[config.mk]
export PLATFORM = sky130hd
export DESIGN_NAME = fifo_burst_reader_flat
export DESIGN_NICKNAME = d
export VERILOG_FILES = /design/src/rtl/fifo_burst_reader_if.sv /design/src/rtl/fifo_burst_reader.sv /design/src/flat_wrapper.sv
export SDC_FILE = /design/constraint.sdc
export NUM_CORES = 1
export LEC_CHECK = 0
export CORE_MARGIN = 5
export CORE_UTILIZATION = 45
export CTS_BUF_LIST = sky130_fd_sc_hd__clkbuf_8 sky130_fd_sc_hd__clkbuf_16
export CTS_CLUSTER_SIZE = 10
export DETAILED_ROUTE_END_ITERATION = 8
export GPL_TIMING_DRIVEN = 1
export PLACE_DENSITY = 0.68
export SYNTH_ARGS = -nofsm -noshare
export SYNTH_HDL_FRONTEND = slang
export SYNTH_SLANG_ARGS = --single-unit
export TNS_END_PERCENT = 50
[constraint.sdc]
create_clock -name clkB -period 4.29 [get_ports clkB]
set_input_delay 0.6435 -clock clkB [delete_from_list [all_inputs] [get_ports clkB]]
set_output_delay 0.6435 -clock clkB [all_outputs]
set_load 0.02 [all_outputs]
[src/rtl/fifo_burst_reader_if.sv]
// Handshake bundle for the burst reader: command, FIFO read port, output stream, status.
interface fifo_burst_reader_if #(
    parameter int WIDTH = 16
);
    logic             start;
    logic [4:0]       len;
    logic             empty;
    logic             R;
    logic [WIDTH-1:0] dataout;
    logic [WIDTH-1:0] out_data;
    logic             out_valid;
    logic             out_ready;
    logic             busy;
    logic             done;
    logic [4:0]       xfer_cnt;

    // Reader view: takes commands, FIFO status/data and stream ready; drives the rest.
    modport slave (
        input  start,
        input  len,
        input  empty,
        input  dataout,
        input  out_ready,
        output R,
        output out_data,
        output out_valid,
        output busy,
        output done,
        output xfer_cnt
    );

    // Environment view: command source, FIFO read port and stream consumer.
    modport master (
        output start,
        output len,
        output empty,
        output dataout,
        output out_ready,
        input  R,
        input  out_data,
        input  out_valid,
        input  busy,
        input  done,
        input  xfer_cnt
    );
endinterface

[src/rtl/fifo_burst_reader.sv]
// Read-side burst controller for the block-RAM FIFO. Pops exactly len words,
// absorbs the RAM's registered read latency with a small skid buffer, and
// presents the words on a valid/ready stream, pulsing done after the last one.
module fifo_burst_reader #(
    parameter int WIDTH  = 16,
    parameter int RD_LAT = 1
) (
    input  logic               clkB,
    input  logic               rst,
    fifo_burst_reader_if.slave bus
);
    // Skid buffer must hold every read in flight plus one word being presented
    // and one more so a stalled consumer never forces a read bubble.
    localparam int DEPTH = RD_LAT + 2;

    typedef enum logic [1:0] {
        IDLE  = 2'd0,
        RUN   = 2'd1,
        FLUSH = 2'd2,
        DONE  = 2'd3
    } state_t;

    state_t           state_reg;
    state_t           state_next;

    logic [4:0]       len_reg;
    logic [4:0]       issued_reg;
    logic [4:0]       xfer_cnt_reg;
    logic [2:0]       inflight_reg;
    logic [2:0]       inflight_next;
    logic [2:0]       occ_reg;
    logic [2:0]       occ_next;
    logic [1:0]       wr_ptr_reg;
    logic [1:0]       rd_ptr_reg;
    logic [RD_LAT-1:0] pipe_reg;
    logic [RD_LAT:0]  pipe_ext;
    logic [WIDTH-1:0] buf_reg [DEPTH];

    logic             rd_issue;
    logic             busy_w;
    logic             done_w;
    logic             start_acc;
    logic             push;
    logic             pop;
    logic             out_valid_w;
    logic [3:0]       credit_used;

    // Circular pointer advance for a buffer whose depth need not be a power of two.
    function automatic logic [1:0] ptr_inc(input logic [1:0] p);
        return (p == 2'(DEPTH - 1)) ? 2'd0 : p + 2'd1;
    endfunction

    // Handshake and bookkeeping terms shared by the FSM and the datapath.
    assign start_acc   = (state_reg == IDLE) && bus.start;
    assign out_valid_w = (occ_reg != 3'd0);
    assign pop         = out_valid_w && bus.out_ready;
    assign pipe_ext    = {pipe_reg, rd_issue};
    assign push        = pipe_ext[RD_LAT];
    assign credit_used = {1'b0, inflight_reg} + {1'b0, occ_reg};
    assign occ_next      = occ_reg + {2'b00, push} - {2'b00, pop};
    assign inflight_next = inflight_reg + {2'b00, rd_issue} - {2'b00, push};

    // FSM state register.
    always_ff @(posedge clkB) begin
        if (rst) begin
            state_reg <= IDLE;
        end else begin
            state_reg <= state_next;
        end
    end

    // FSM next-state: leave FLUSH on the same edge that retires the last word.
    always_comb begin
        state_next = state_reg;
        case (state_reg)
            IDLE: begin
                if (bus.start) begin
                    state_next = (bus.len == 5'd0) ? DONE : RUN;
                end
            end
            RUN: begin
                if (issued_reg == len_reg) begin
                    state_next = FLUSH;
                end
            end
            FLUSH: begin
                if ((inflight_reg == 3'd0) && (occ_next == 3'd0)) begin
                    state_next = DONE;
                end
            end
            DONE: begin
                state_next = IDLE;
            end
            default: begin
                state_next = IDLE;
            end
        endcase
    end

    // FSM outputs: read strobe gated by FIFO status, remaining count and buffer credit.
    always_comb begin
        rd_issue = 1'b0;
        busy_w   = 1'b0;
        done_w   = 1'b0;
        case (state_reg)
            RUN: begin
                busy_w   = 1'b1;
                rd_issue = !bus.empty && (issued_reg < len_reg) &&
                           (credit_used < 4'(DEPTH));
            end
            FLUSH: begin
                busy_w = 1'b1;
            end
            DONE: begin
                busy_w = 1'b1;
                done_w = 1'b1;
            end
            default: begin
                busy_w = 1'b0;
            end
        endcase
    end

    // Burst length capture and issued/transferred counters; cleared on an accepted start.
    always_ff @(posedge clkB) begin
        if (rst) begin
            len_reg      <= 5'd0;
            issued_reg   <= 5'd0;
            xfer_cnt_reg <= 5'd0;
        end else if (start_acc) begin
            len_reg      <= bus.len;
            issued_reg   <= 5'd0;
            xfer_cnt_reg <= 5'd0;
        end else begin
            if (rd_issue) begin
                issued_reg <= issued_reg + 5'd1;
            end
            if (pop) begin
                xfer_cnt_reg <= xfer_cnt_reg + 5'd1;
            end
        end
    end

    // Read-valid pipeline: the bit shifted out marks dataout valid this cycle.
    always_ff @(posedge clkB) begin
        if (rst) begin
            pipe_reg     <= '0;
            inflight_reg <= 3'd0;
        end else begin
            pipe_reg     <= pipe_ext[RD_LAT-1:0];
            inflight_reg <= inflight_next;
        end
    end

    // Skid buffer pointers and occupancy; push and pop in one cycle cancel out.
    always_ff @(posedge clkB) begin
        if (rst) begin
            wr_ptr_reg <= 2'd0;
            rd_ptr_reg <= 2'd0;
            occ_reg    <= 3'd0;
        end else begin
            if (push) begin
                wr_ptr_reg <= ptr_inc(wr_ptr_reg);
            end
            if (pop) begin
                rd_ptr_reg <= ptr_inc(rd_ptr_reg);
            end
            occ_reg <= occ_next;
        end
    end

    // Skid buffer storage: each entry loads returning data when the write pointer selects it.
    generate
        for (genvar gi = 0; gi < DEPTH; gi++) begin : g_buf
            always_ff @(posedge clkB) begin
                if (rst) begin
                    buf_reg[gi] <= '0;
                end else if (push && (wr_ptr_reg == 2'(gi))) begin
                    buf_reg[gi] <= bus.dataout;
                end
            end
        end
    endgenerate

    assign bus.R         = rd_issue;
    assign bus.out_data  = buf_reg[rd_ptr_reg];
    assign bus.out_valid = out_valid_w;
    assign bus.busy      = busy_w;
    assign bus.done      = done_w;
    assign bus.xfer_cnt  = xfer_cnt_reg;
endmodule

[src/flat_wrapper.sv]
// flat-port wrapper written by rule: the top's interface ports become plain ports
module fifo_burst_reader_flat 
#(
    parameter int WIDTH  = 16,
    parameter int RD_LAT = 1
)
  (clkB, rst, bus_start, bus_len, bus_empty, bus_dataout, bus_out_ready, bus_R, bus_out_data, bus_out_valid, bus_busy, bus_done, bus_xfer_cnt);
  fifo_burst_reader_if #(.WIDTH(WIDTH)) bus_i ();
  input  logic clkB;
  input  logic rst;
  input wire logic [$bits(bus_i.start)-1:0] bus_start;
  input wire logic [$bits(bus_i.len)-1:0] bus_len;
  input wire logic [$bits(bus_i.empty)-1:0] bus_empty;
  input wire logic [$bits(bus_i.dataout)-1:0] bus_dataout;
  input wire logic [$bits(bus_i.out_ready)-1:0] bus_out_ready;
  output wire logic [$bits(bus_i.R)-1:0] bus_R;
  output wire logic [$bits(bus_i.out_data)-1:0] bus_out_data;
  output wire logic [$bits(bus_i.out_valid)-1:0] bus_out_valid;
  output wire logic [$bits(bus_i.busy)-1:0] bus_busy;
  output wire logic [$bits(bus_i.done)-1:0] bus_done;
  output wire logic [$bits(bus_i.xfer_cnt)-1:0] bus_xfer_cnt;
  assign bus_i.start = bus_start;
  assign bus_i.len = bus_len;
  assign bus_i.empty = bus_empty;
  assign bus_i.dataout = bus_dataout;
  assign bus_i.out_ready = bus_out_ready;
  assign bus_R = bus_i.R;
  assign bus_out_data = bus_i.out_data;
  assign bus_out_valid = bus_i.out_valid;
  assign bus_busy = bus_i.busy;
  assign bus_done = bus_i.done;
  assign bus_xfer_cnt = bus_i.xfer_cnt;
  fifo_burst_reader #(.WIDTH(WIDTH), .RD_LAT(RD_LAT)) u_core (.clkB(clkB), .rst(rst), .bus(bus_i));
endmodule
Word level (Yosys, flattened, before mapping)

Memory sizes are Yosys's and may differ from the RTL's. A register that Yosys moved wholly into a read port is not among the register bits.
Index checks and enable logic that the tools add are counted.

Memory bits (read-only): 0
Flip-flop bits (word level): 28
Output and inout port bits: 25
Bits in writable memories: 48
Memories: 1
Word-level logic and storage cells: 78
Input bits: 26
Latch bits: 0

Bitwise logic cells: 3
$add $sub $neg: 9
Shifts and indexed selects: 0
Reductions and logical operators: 18
Divide/modulo/power cells: 0
Multiply operators: 0
Multiplexer cells: 26
Eq/ne operators: 10
Magnitude comparators: 2

Memory list:

| memory         | words | bits a word | read ports | clocked after memory_dff | write ports | RTL line                | RTL |
|---|---|---|---|---|---|---|---|
| u_core.buf_reg | 3     | 16          | 1          | 1                        | 3           | fifo_burst_reader.sv:37 | `logic [WIDTH-1:0] buf_reg [DEPTH];` |

Operator list:

| cell                | number |
|---|---|
| $mux 16             | 3 |
| $mux 2              | 8 |
| $mux 1              | 14 |
| $add 5x1->5 const B | 2 |
| $eq 2x2->1 const B  | 4 |
| $logic_and 1x1->1   | 8 |
| $pmux 2 s4          | 1 |
| $add 3x1->3         | 2 |
| $logic_not 3->1     | 2 |
| $sub 3x1->3         | 2 |
| $eq 5x5->1          | 1 |
| $logic_not 5->1     | 1 |
| $lt 5x5->1          | 1 |
| $add 2x1->2 const B | 2 |
| $add 3x3->4         | 1 |
| $eq 2x1->1 const B  | 2 |
| $logic_not 2->1     | 2 |
| $lt 4x2->1 const B  | 1 |
| $ne 2x1->1 const B  | 2 |
| $or 1x1->1          | 3 |
| $reduce_and 3->1    | 1 |
| $reduce_bool 3->1   | 1 |
| $reduce_or 3->1     | 1 |
| $ne 2x2->1 const B  | 1 |
| other kinds (2)     | 2 |

Logic depth before layout (Yosys ltp)

Gate-level depths: netlist of run 1.

Depth after elaboration: 7
Depth in mapped cells: 14
Gate-level depth less buffers: 14

Worst setup path before layout of run 1

No wires, ideal clock.

Path type: reg2reg
From: reg u_core.occ_reg[0]
To: reg u_core.inflight_reg[2]
Setup time: 0.128 ns
Data arrival time: 3.098 ns
Required time: 4.162 ns
Cell stages (with the launch flop): 15
Path buffers: 0
Period minus slack after synthesis: 3.225 ns
Setup slack: 1.065 ns
Cell sequence: dfxtp_1 ha_1 inv_1 fa_1 a211o_1 a222oi_1 nand2_2 ha_1 inv_1 ha_1 inv_1 fa_1 xnor2_1 xnor2_1 nor2_1

Cells in the longest elaborated chain, start to end: 6

Ends and longest elaborated chain:

| item                   | RTL line                 | RTL |
|---|---|---|
| start, declared        | fifo_burst_reader.sv:31  | `logic [2:0] occ_reg;` |
| start signal, assigned | fifo_burst_reader.sv:168 | `occ_reg <= occ_next;` |
| $add 3x3->4            | fifo_burst_reader.sv:59  | `assign credit_used = {1'b0, inflight_reg} + {1'b0, occ_reg};` |
| $lt 4x2->1             | fifo_burst_reader.sv:109 | `(credit_used < 4'(DEPTH));` |
| $logic_and 1x1->1      | fifo_burst_reader.sv:108 | `rd_issue = !bus.empty && (issued_reg < len_reg) &&` |
| $mux 1                 | fifo_burst_reader.sv:105 | `case (state_reg)` |
| $add 3x1->3            | fifo_burst_reader.sv:61  | `assign inflight_next = inflight_reg + {2'b00, rd_issue} - {2'b00, push};` |
| $sub 3x1->3            | fifo_burst_reader.sv:61  |  |
| end signal, assigned   | fifo_burst_reader.sv:151 | `inflight_reg <= inflight_next;` |
| end, declared          | fifo_burst_reader.sv:29  | `logic [2:0] inflight_reg;` |

No other way between the ends.
A chain may end at the register's enable or synchronous reset.

Worst setup path in the final report of run 1

From: reg u_core.occ_reg[0]
To: out bus_R

Cells in the longest elaborated chain, start to end: 4

Ends and longest elaborated chain:

| item              | RTL line                 | RTL |
|---|---|---|
| $add 3x3->4       | fifo_burst_reader.sv:59  |  |
| $lt 4x2->1        | fifo_burst_reader.sv:109 |  |
| $logic_and 1x1->1 | fifo_burst_reader.sv:108 |  |
| $mux 1            | fifo_burst_reader.sv:105 |  |
| end, declared     | flat_wrapper.sv:16       | `output wire logic [$bits(bus_i.R)-1:0] bus_R;` |

No other way between the ends.

==> results of run 1 <==
-- through the flow --
| step | hold WS (ns) | utilization, % | cells | cell area (µm²) |
|---|---|---|---|---|
| 4_1_cts | 0.4653 | 55.41 | 497 | 4507 |
| 2_1_floorplan | 0.4363 | - | 337 | 3725 |
| 3_5_place_dp | 0.4541 | 53.11 | 481 | 4320 |
| 6_report | 0.4627 | 55.41 | 497 | 4507 |
| 3_3_place_gp | 0.4481 | 53.11 | 481 | 4320 |
| 5_1_grt | 0.4865 | 55.41 | 497 | 4507 |
-- routing by layer --
layer	routed length, µm	GRT usage [%]
met3	297	3.253
met4	74	6.442
met2	3336	24.10
met5	0	0
met1	3177	18.37
-- worst max-delay path, delay by kind of cell (launching register included) --
family | cells | cell delay, ns
compound gates | 2 | 0.86
buf+inv | 3 | 0.78
fa+ha+maj | 2 | 0.58
flops | 1 | 0.40
simple gates | 1 | 0.25
-- Yosys cell counts (2+ instances only) --
cell type / instances / share of area, %
clkbuf_1: 11 / 1.1
nor3_1: 2 / 0.27
fa_1: 3 / 1.6
dfxtp_1: 30 / 16
and3_1: 2 / 0.34
o21ai_0: 16 / 2.1
nand2_1: 34 / 3.4
or4b_1: 2 / 0.54
mux2i_1: 19 / 5.1
o31ai_2: 2 / 0.67
nor2b_1: 5 / 0.84
edfxtp_1: 48 / 39
a21oi_1: 15 / 2.0
buf_2: 2 / 0.27
xor2_1: 3 / 0.71
nand3_1: 6 / 0.81
inv_1: 22 / 2.2
xnor2_1: 3 / 0.71
and2_1: 48 / 8.1
nand2b_1: 9 / 1.5
nor2_1: 15 / 1.5
ha_1: 19 / 6.4
nand4_1: 3 / 0.50
-- layout by cell type (no fill, tap or decap), drive strengths merged, types with 3 or more instances in the layout --
master	count
clkdlybuf4s50	50
and2	49
edfxtp	48
nand2	35
dfxtp	30
inv	26
mux2i	19
ha	19
o21ai	16
nor2	15
a21oi	15
nand2b	9
clkbuf	9
nand3	6
nor2b	5
xnor2	3
nand4	3
xor2	3
fa	3
clkinvlp	3
nor3	3
-- power by group through the flow --
stage               combinational [mW]  sequential [mW]  clock (mW)
global placement                 0.655            0.975           0
global route                     0.730            0.973       0.566
finish                           0.656            0.957       0.519
floorplan                        0.466            0.930           0
CTS                              0.668            0.961       0.529
detailed placement               0.663            0.979           0
-- logic make-up (layout without fill, tap and decap cells) --
kind of cell | Yosys count | after routing
fa+ha+maj | 22 | 22
xor+xnor | 7 | 7
compound gates | 43 | 43
buf+inv | 35 | 90
simple gates | 133 | 133
mux | 19 | 19
flops | 78 | 78
-- area by class of cell --
type | instances | area, µm²
Clock buffer | 9 | 123.9
Clock inverter | 7 | 62.56
Fill cell | 710 | 3627
Inverter | 22 | 82.58
Multi-Input combinational cell | 224 | 1549
Sequential cell | 78 | 2042
Tap cell | 105 | 131.4
Timing Repair Buffer | 52 | 515.5
-- how the worst min path moves through the flow --
| stage | end | startpoint | cells after the start | slack, ns |
|---|---|---|---|---|
| 2_1_floorplan | u_core.len_reg[1] | u_core.len_reg[1] | 2 | 0.44 |
| 6_report | u_core.len_reg[2] | u_core.len_reg[2] | 2 | 0.46 |
| 5_1_grt | u_core.len_reg[2] | u_core.len_reg[2] | 2 | 0.49 |
| 3_5_place_dp | u_core.len_reg[2] | u_core.len_reg[2] | 2 | 0.45 |
| 3_3_place_gp | u_core.len_reg[4] | u_core.len_reg[4] | 2 | 0.45 |
| 4_1_cts | u_core.len_reg[2] | u_core.len_reg[2] | 2 | 0.47 |
==> metrics.txt, run 1 <==
Data arrival, critical path roughly 3.2 ns; asr flop ratio synth 0%; CTS max path bufs 2; Worst Path Max Fanout 6; TritonCTS clock tree done; Synth cell types a little over 40; drt first pass iters 4; largest net degree at the start of global routing 33; initial drt markers roughly 100; Die Span Y between 100 and 150 µm; #FFs+latches synth 78; Synth Instances approximately 340; Core ar. 0.008134 mm²; Pint about 1.4 mW; diode count 0; I/O pin count 51; Sw Ratio approximately a third; Top FF cell, synth edfxtp_1; worst reg2reg endpoint u_core.inflight_reg[2]; Syn Nets between 300 and 400; Post-DRT Antenna Nets 0; Worst-Skew Late Latency 0.36 ns; FF-to-FF path depth 14; register share of total power 44.9%; Critical Path End Type output port; Pwr Total about 2.1 mW; Synth Area in Adders between 7 and 8%; Remaining DRCs 0; vias in the first global route 2,444; Setup WS pre-CTS between 0.6 and 0.7 ns; root buffer cell clkbuf_8; Num CTS Buffers 9; H-tree Lvls 3; Initial Util 45.79%; Final min period roughly 3.9 ns; hold buffers post-CTS 0; RR Startpoint u_core.occ_reg[0]; Clock Sinks 78; # resized after CTS 0; Clock power frac 24.4%; Syn Area/Cell approximately 11 µm²; Row Count 33; r2r setup slk around 0.7 ns; via count around 2,500; setup TNS 0 ns; Reg clk slew, reported paths about 0.080 ns; hold crit path type flip-flop to flip-flop; DPL Wire Length roughly 4800 µm; Post-Syn Area between 0.003 and 0.004 mm²; area growth from synthesis to layout 20.99%; xor/xnor share of the synthesized area just over 2%; Crit path largest cell delay ~0.6 ns; initial antenna violation count 0; share of cells above drive strength 1 about 6.1%; global-route usage over all layers around 15%; final period utilization between 90% and 100%; compound-cell area share of the yosys netlist slightly above 7%; port bufs 50; status finished clean; Post-Route WL 6885 µm; Critical Path RT between 3 and 4 ns; Yosys warning count 0; vias per inst ~4.9; Layout Nets about 440; largest family of logic cells by synthesized area simple AND/OR/NAND/NOR gates; max_slew headroom about a third; Post-synth EDFFs 48; die area slightly above 0.01 mm²; Hold Vio Cnt, Final 0; Simple-Gate Fraction of Synth Area between 10% and 20%; DR WL/cell about 14 µm; global-route wire length before repair between 10,000 and 15,000 µm; peak supply drop roughly 0.23 mV; Max Cap Viol 0; Comb power frac roughly 31%; pins over their slew limit 0; Max Freq around 0.26 GHz; Cell Pwr Density roughly 470 mW/mm²; GP Congestion between 0.8 and 0.9; Clock Skew 0.01360 ns; Setup CP Type flip-flop to output port; Seq/Total Area, Yosys between 50% and 60%; CP Launch Point u_core.occ_reg[0]; worst-path cell chain ha_1, inv_1, fa_1, a211o_1, a222oi_1, nand2_2, inv_1, clkdlybuf4s50_1; Critical Path Sink bus_R; grt ovf 0; Tightest Pin Transition 0.9818 ns; P_sw 719.4 µW; RSZ-0062 raised after global routing false; Worst Setup Start Kind flip-flop; max FFs per register 48; crit-path most repeated cell inv_1; Die X-Extent 101.0 µm; worst-path cell with the longest stage delay a222oi_1; Leak 1.732 nW; Final setup viols 0; setup ws final 0.4274 ns; mux share of post-synthesis cell area approximately 5.1%; setup bufs post-CTS 0
Power figures use the tool's default switching activity.
==> run 2: changes to the inputs <==
--- a/config.mk
+++ b/config.mk
@@ -5,6 +5,7 @@
 export SDC_FILE = /design/constraint.sdc
 export NUM_CORES = 1
 export LEC_CHECK = 0
+export ABC_AREA = 1
 export CORE_MARGIN = 5
 export CORE_UTILIZATION = 45
 export CTS_BUF_LIST = sky130_fd_sc_hd__clkbuf_8 sky130_fd_sc_hd__clkbuf_16
==> run 2 against run 1 <==
Non-clock buffer count grew 1. Sequential cell count stayed put. Die area is 0.43% lower. Combinational power is 46% higher. Synthesized area down 0.47%. Core utilization up 0.37 points. Setup slack improved by 0.61 ns. Via count grew 14%. Sequential power barely moved. Worst hold slack lost 0.0020 ns. Fmax grew 19%. Sequential share of layout area decreased by 0.30 points.
==> metrics.txt, run 2 <==
Worst-Skew Late Latency 0.34 ns (-0.02 ns); Post-Syn Area 0.003707 mm² (-0.47%); CTS max path bufs 2 (unchanged); met2 wire length 3754 µm (+13%); Core ar. 0.008134 mm² (unchanged); worst-path cell with the longest stage delay clkdlybuf4s50_1; final period utilization 75.71% (-14 points); Worst path top cell family by delay buffers and inverters; Layout Nets 505 (+16%); largest net degree at the start of global routing 18 (-45%); Synth top area share 38.88% (+0.18 points); Clock Skew 0.008377 ns (-0.005227 ns); max_slew headroom 56.05% (+22 points); CP Launch Point u_core.occ_reg[1]; Data arrival, critical path 2.60 ns (-0.62 ns); Max Cap Viol 0 (unchanged); RR Startpoint u_core.occ_reg[1]; Crit path largest cell delay 0.64 ns (+0.03 ns); # resized after CTS 0 (unchanged); DPL Wire Length 5122 µm (+6.5%); FF-to-FF path depth 15 (+1); Hold Vio Cnt, Final 0 (unchanged); global-route wire length before repair 12,540 µm (+8.1%); Post-Route WL 7528 µm (+9.3%); Syn Nets 452 (+17%); area growth from synthesis to layout 22.38%; Synth Instances 404 (+20%); root buffer cell clkbuf_8; Row Count 33 (unchanged); Cell Pwr Density 561.7 mW/mm² (+19%); CP bufs+invs 3 (unchanged); # placed instances 551 (+15%); TritonCTS clock tree done; Clock Sinks 78 (unchanged); status finished clean; Tightest Pin Transition 0.6584 ns (-0.3235 ns); port bufs 50 (unchanged); Initial Util 45.58% (-0.22 points); Critical Path End Type output port; r2r setup slk 1.37 ns (+0.67 ns); Die X-Extent 100.8 µm (-0.21%); Synth top cells by count 86 x nor2_1, 56 x inv_1, 53 x nand2_1; H-tree Lvls 3 (unchanged); final core occ 55.78% (+0.37 points); worst-path cell chain inv_1, fa_1, inv_1, nand2_1, nand3_1, nor2_2, nand2_2, nor2_4, clkdlybuf4s50_1; Critical Path RT 3.65 ns (about the same); global-route usage over all layers 15.66% (+1.1 points); setup bufs post-CTS 0 (unchanged); hold path start u_core.len_reg[2]; Post-synth EDFFs 48 (unchanged); drt first pass iters 4 (unchanged); Synth cell types 31 (-24%); die area 0.01015 mm² (-0.43%); count leader, synth nor2_1; Die Span Y 100.8 µm (-0.21%); Yosys warning count 0 (unchanged); commonest non-fill, non-tap cell in the layout nor2_1; Max Freq 0.3079 GHz (+19%); Num CTS Buffers 9 (unchanged); Top Metal Used met4; DR WL met3 437 µm (+47%); Fin Hold WS 0.4607 ns (-0.001998 ns); Worst Setup Start Kind flip-flop; Worst Path Max Fanout 6 (unchanged); I/O pin count 51 (unchanged); Seq/Total Area, Yosys 55.08% (+0.26 points); share of cells above drive strength 1 7.792% (+1.7 points); vias per inst 4.931 (-0.33%); leading area contributor after synthesis edfxtp_1; ranking of synthesized cells by area edfxtp_1 39%, dfxtp_1 16%, nor2_1 8.7%; max FFs per register 48 (unchanged); Remaining DRCs 0 (unchanged); hold crit path type flip-flop to flip-flop; hold path cells 2 (unchanged); worst reg2reg endpoint u_core.inflight_reg[2]; hold buffers post-CTS 0 (unchanged); peak supply drop 0.2729 mV (+19%); setup TNS 0 ns (unchanged); diode count 0 (unchanged); Top FF cell, synth edfxtp_1; Syn Area/Cell 9.177 µm² (-17%); DR WL/cell 13.28 µm (-4.2%); Final min period 3.248 ns (-0.6146 ns); Reg clk slew, reported paths 0.09 ns (about the same); Setup CP Type flip-flop to output port; Post-DRT Antenna Nets 0 (unchanged); asr flop ratio synth 0% (unchanged); most frequent cells in the layout 86 x nor2_1, 56 x inv_1, 53 x nand2_1; vias in the first global route 2,813 (+15%); crit-path most repeated cell inv_1; via count 2,796 (+14%); pins over their slew limit 0 (unchanged); #FFs+latches synth 78 (unchanged); Final setup viols 0 (unchanged); RSZ-0062 raised after global routing false; GP Congestion 0.8155 (+1.1%); initial antenna violation count 0 (unchanged); hold endpoint u_core.len_reg[2]; Leak 1.927 nW (+11%); post-route insts no fill 567 (+14%); initial drt markers 88 (-14%); grt ovf 0 (unchanged); met1 WL 3231 µm (+1.7%)
## run 2: cell count changes in the layout (fill, tap and decap cells not counted), sizes merged, moves of 4 or more
cell,previous run,this run
a21oi,15,47
and2,49,0
inv,26,60
mux2i,19,0
nand2,35,58
nand2b,9,0
nand3,6,10
nor2,15,88
nor2b,5,0
o21ai,16,10
or2,0,4
## run 2: cell type report
class                           count  area [µm²]
Timing Repair Buffer               53       523.0
Multi-Input combinational cell    258        1398
Inverter                           57       214.0
Tap cell                          105       131.4
Clock inverter                      7       105.1
Clock buffer                        9       123.9
Sequential cell                    78        2042
Fill cell                         715        3597
## run 2: worst max-delay path by stage
stage | to | slack, ns | cells past startpoint
finish | bus_R | 1.04 | 9
floorplan | u_core.inflight_reg[2] | 1.68 | 15
detailed placement | u_core.state_reg[1] | 1.23 | 16
global placement | u_core.state_reg[1] | 1.32 | 16
global route | bus_R | 0.87 | 10
CTS | bus_R | 1.02 | 9
## run 2: logic make-up (layout without fill, tap and decap cells)
kind of cell | Yosys count | after routing | synth area share [%]
XOR/XNOR | 4 | 4 | 0.9452
AO/OA/AOI/OAI | 62 | 62 | 8.775
flip-flops | 78 | 78 | 55.08
buffers and inverters | 68 | 126 | 7.357
adder cells (fa/ha/maj) | 22 | 22 | 8.033
AND/OR/NAND/NOR | 170 | 170 | 19.81
## run 2: per-layer routing
layer / up-vias / GRT usage (%)
li1: 1414 / -
met1: 1307 / 18.48
met2: 64 / 27.49
met3: 11 / 3.945
met4: 0 / 5.596
met5: - / 0
## run 2: worst reg2reg max path: stages, from the launching register on
cell	delay (ns)
dfxtp_1	0.42
inv_1	0.13
fa_1	0.55
inv_1	0.04
nand2_1	0.04
nand3_1	0.08
nor2_2	0.13
nand4_2	0.22
ha_1	0.36
inv_1	0.05
ha_1	0.13
inv_1	0.05
fa_1	0.35
inv_1	0.07
o21ai_0	0.09
a21oi_1	0.15
## run 2: through the flow
step	power (mW)	instance area [µm²]	setup WS (ns)
after CTS	2.570	4537	1.018
after global routing	2.722	4537	0.8731
after global placement	1.919	4308	1.320
final	2.548	4537	1.042
after floorplan	1.580	3707	1.680
after detailed placement	1.944	4308	1.230
## run 2: report_power, final
part / internal (mW) / switching (mW)
combinational: 0.395 / 0.564
clock: 0.337 / 0.292
sequential: 0.887 / 0.0719
total: 1.62 / 0.929
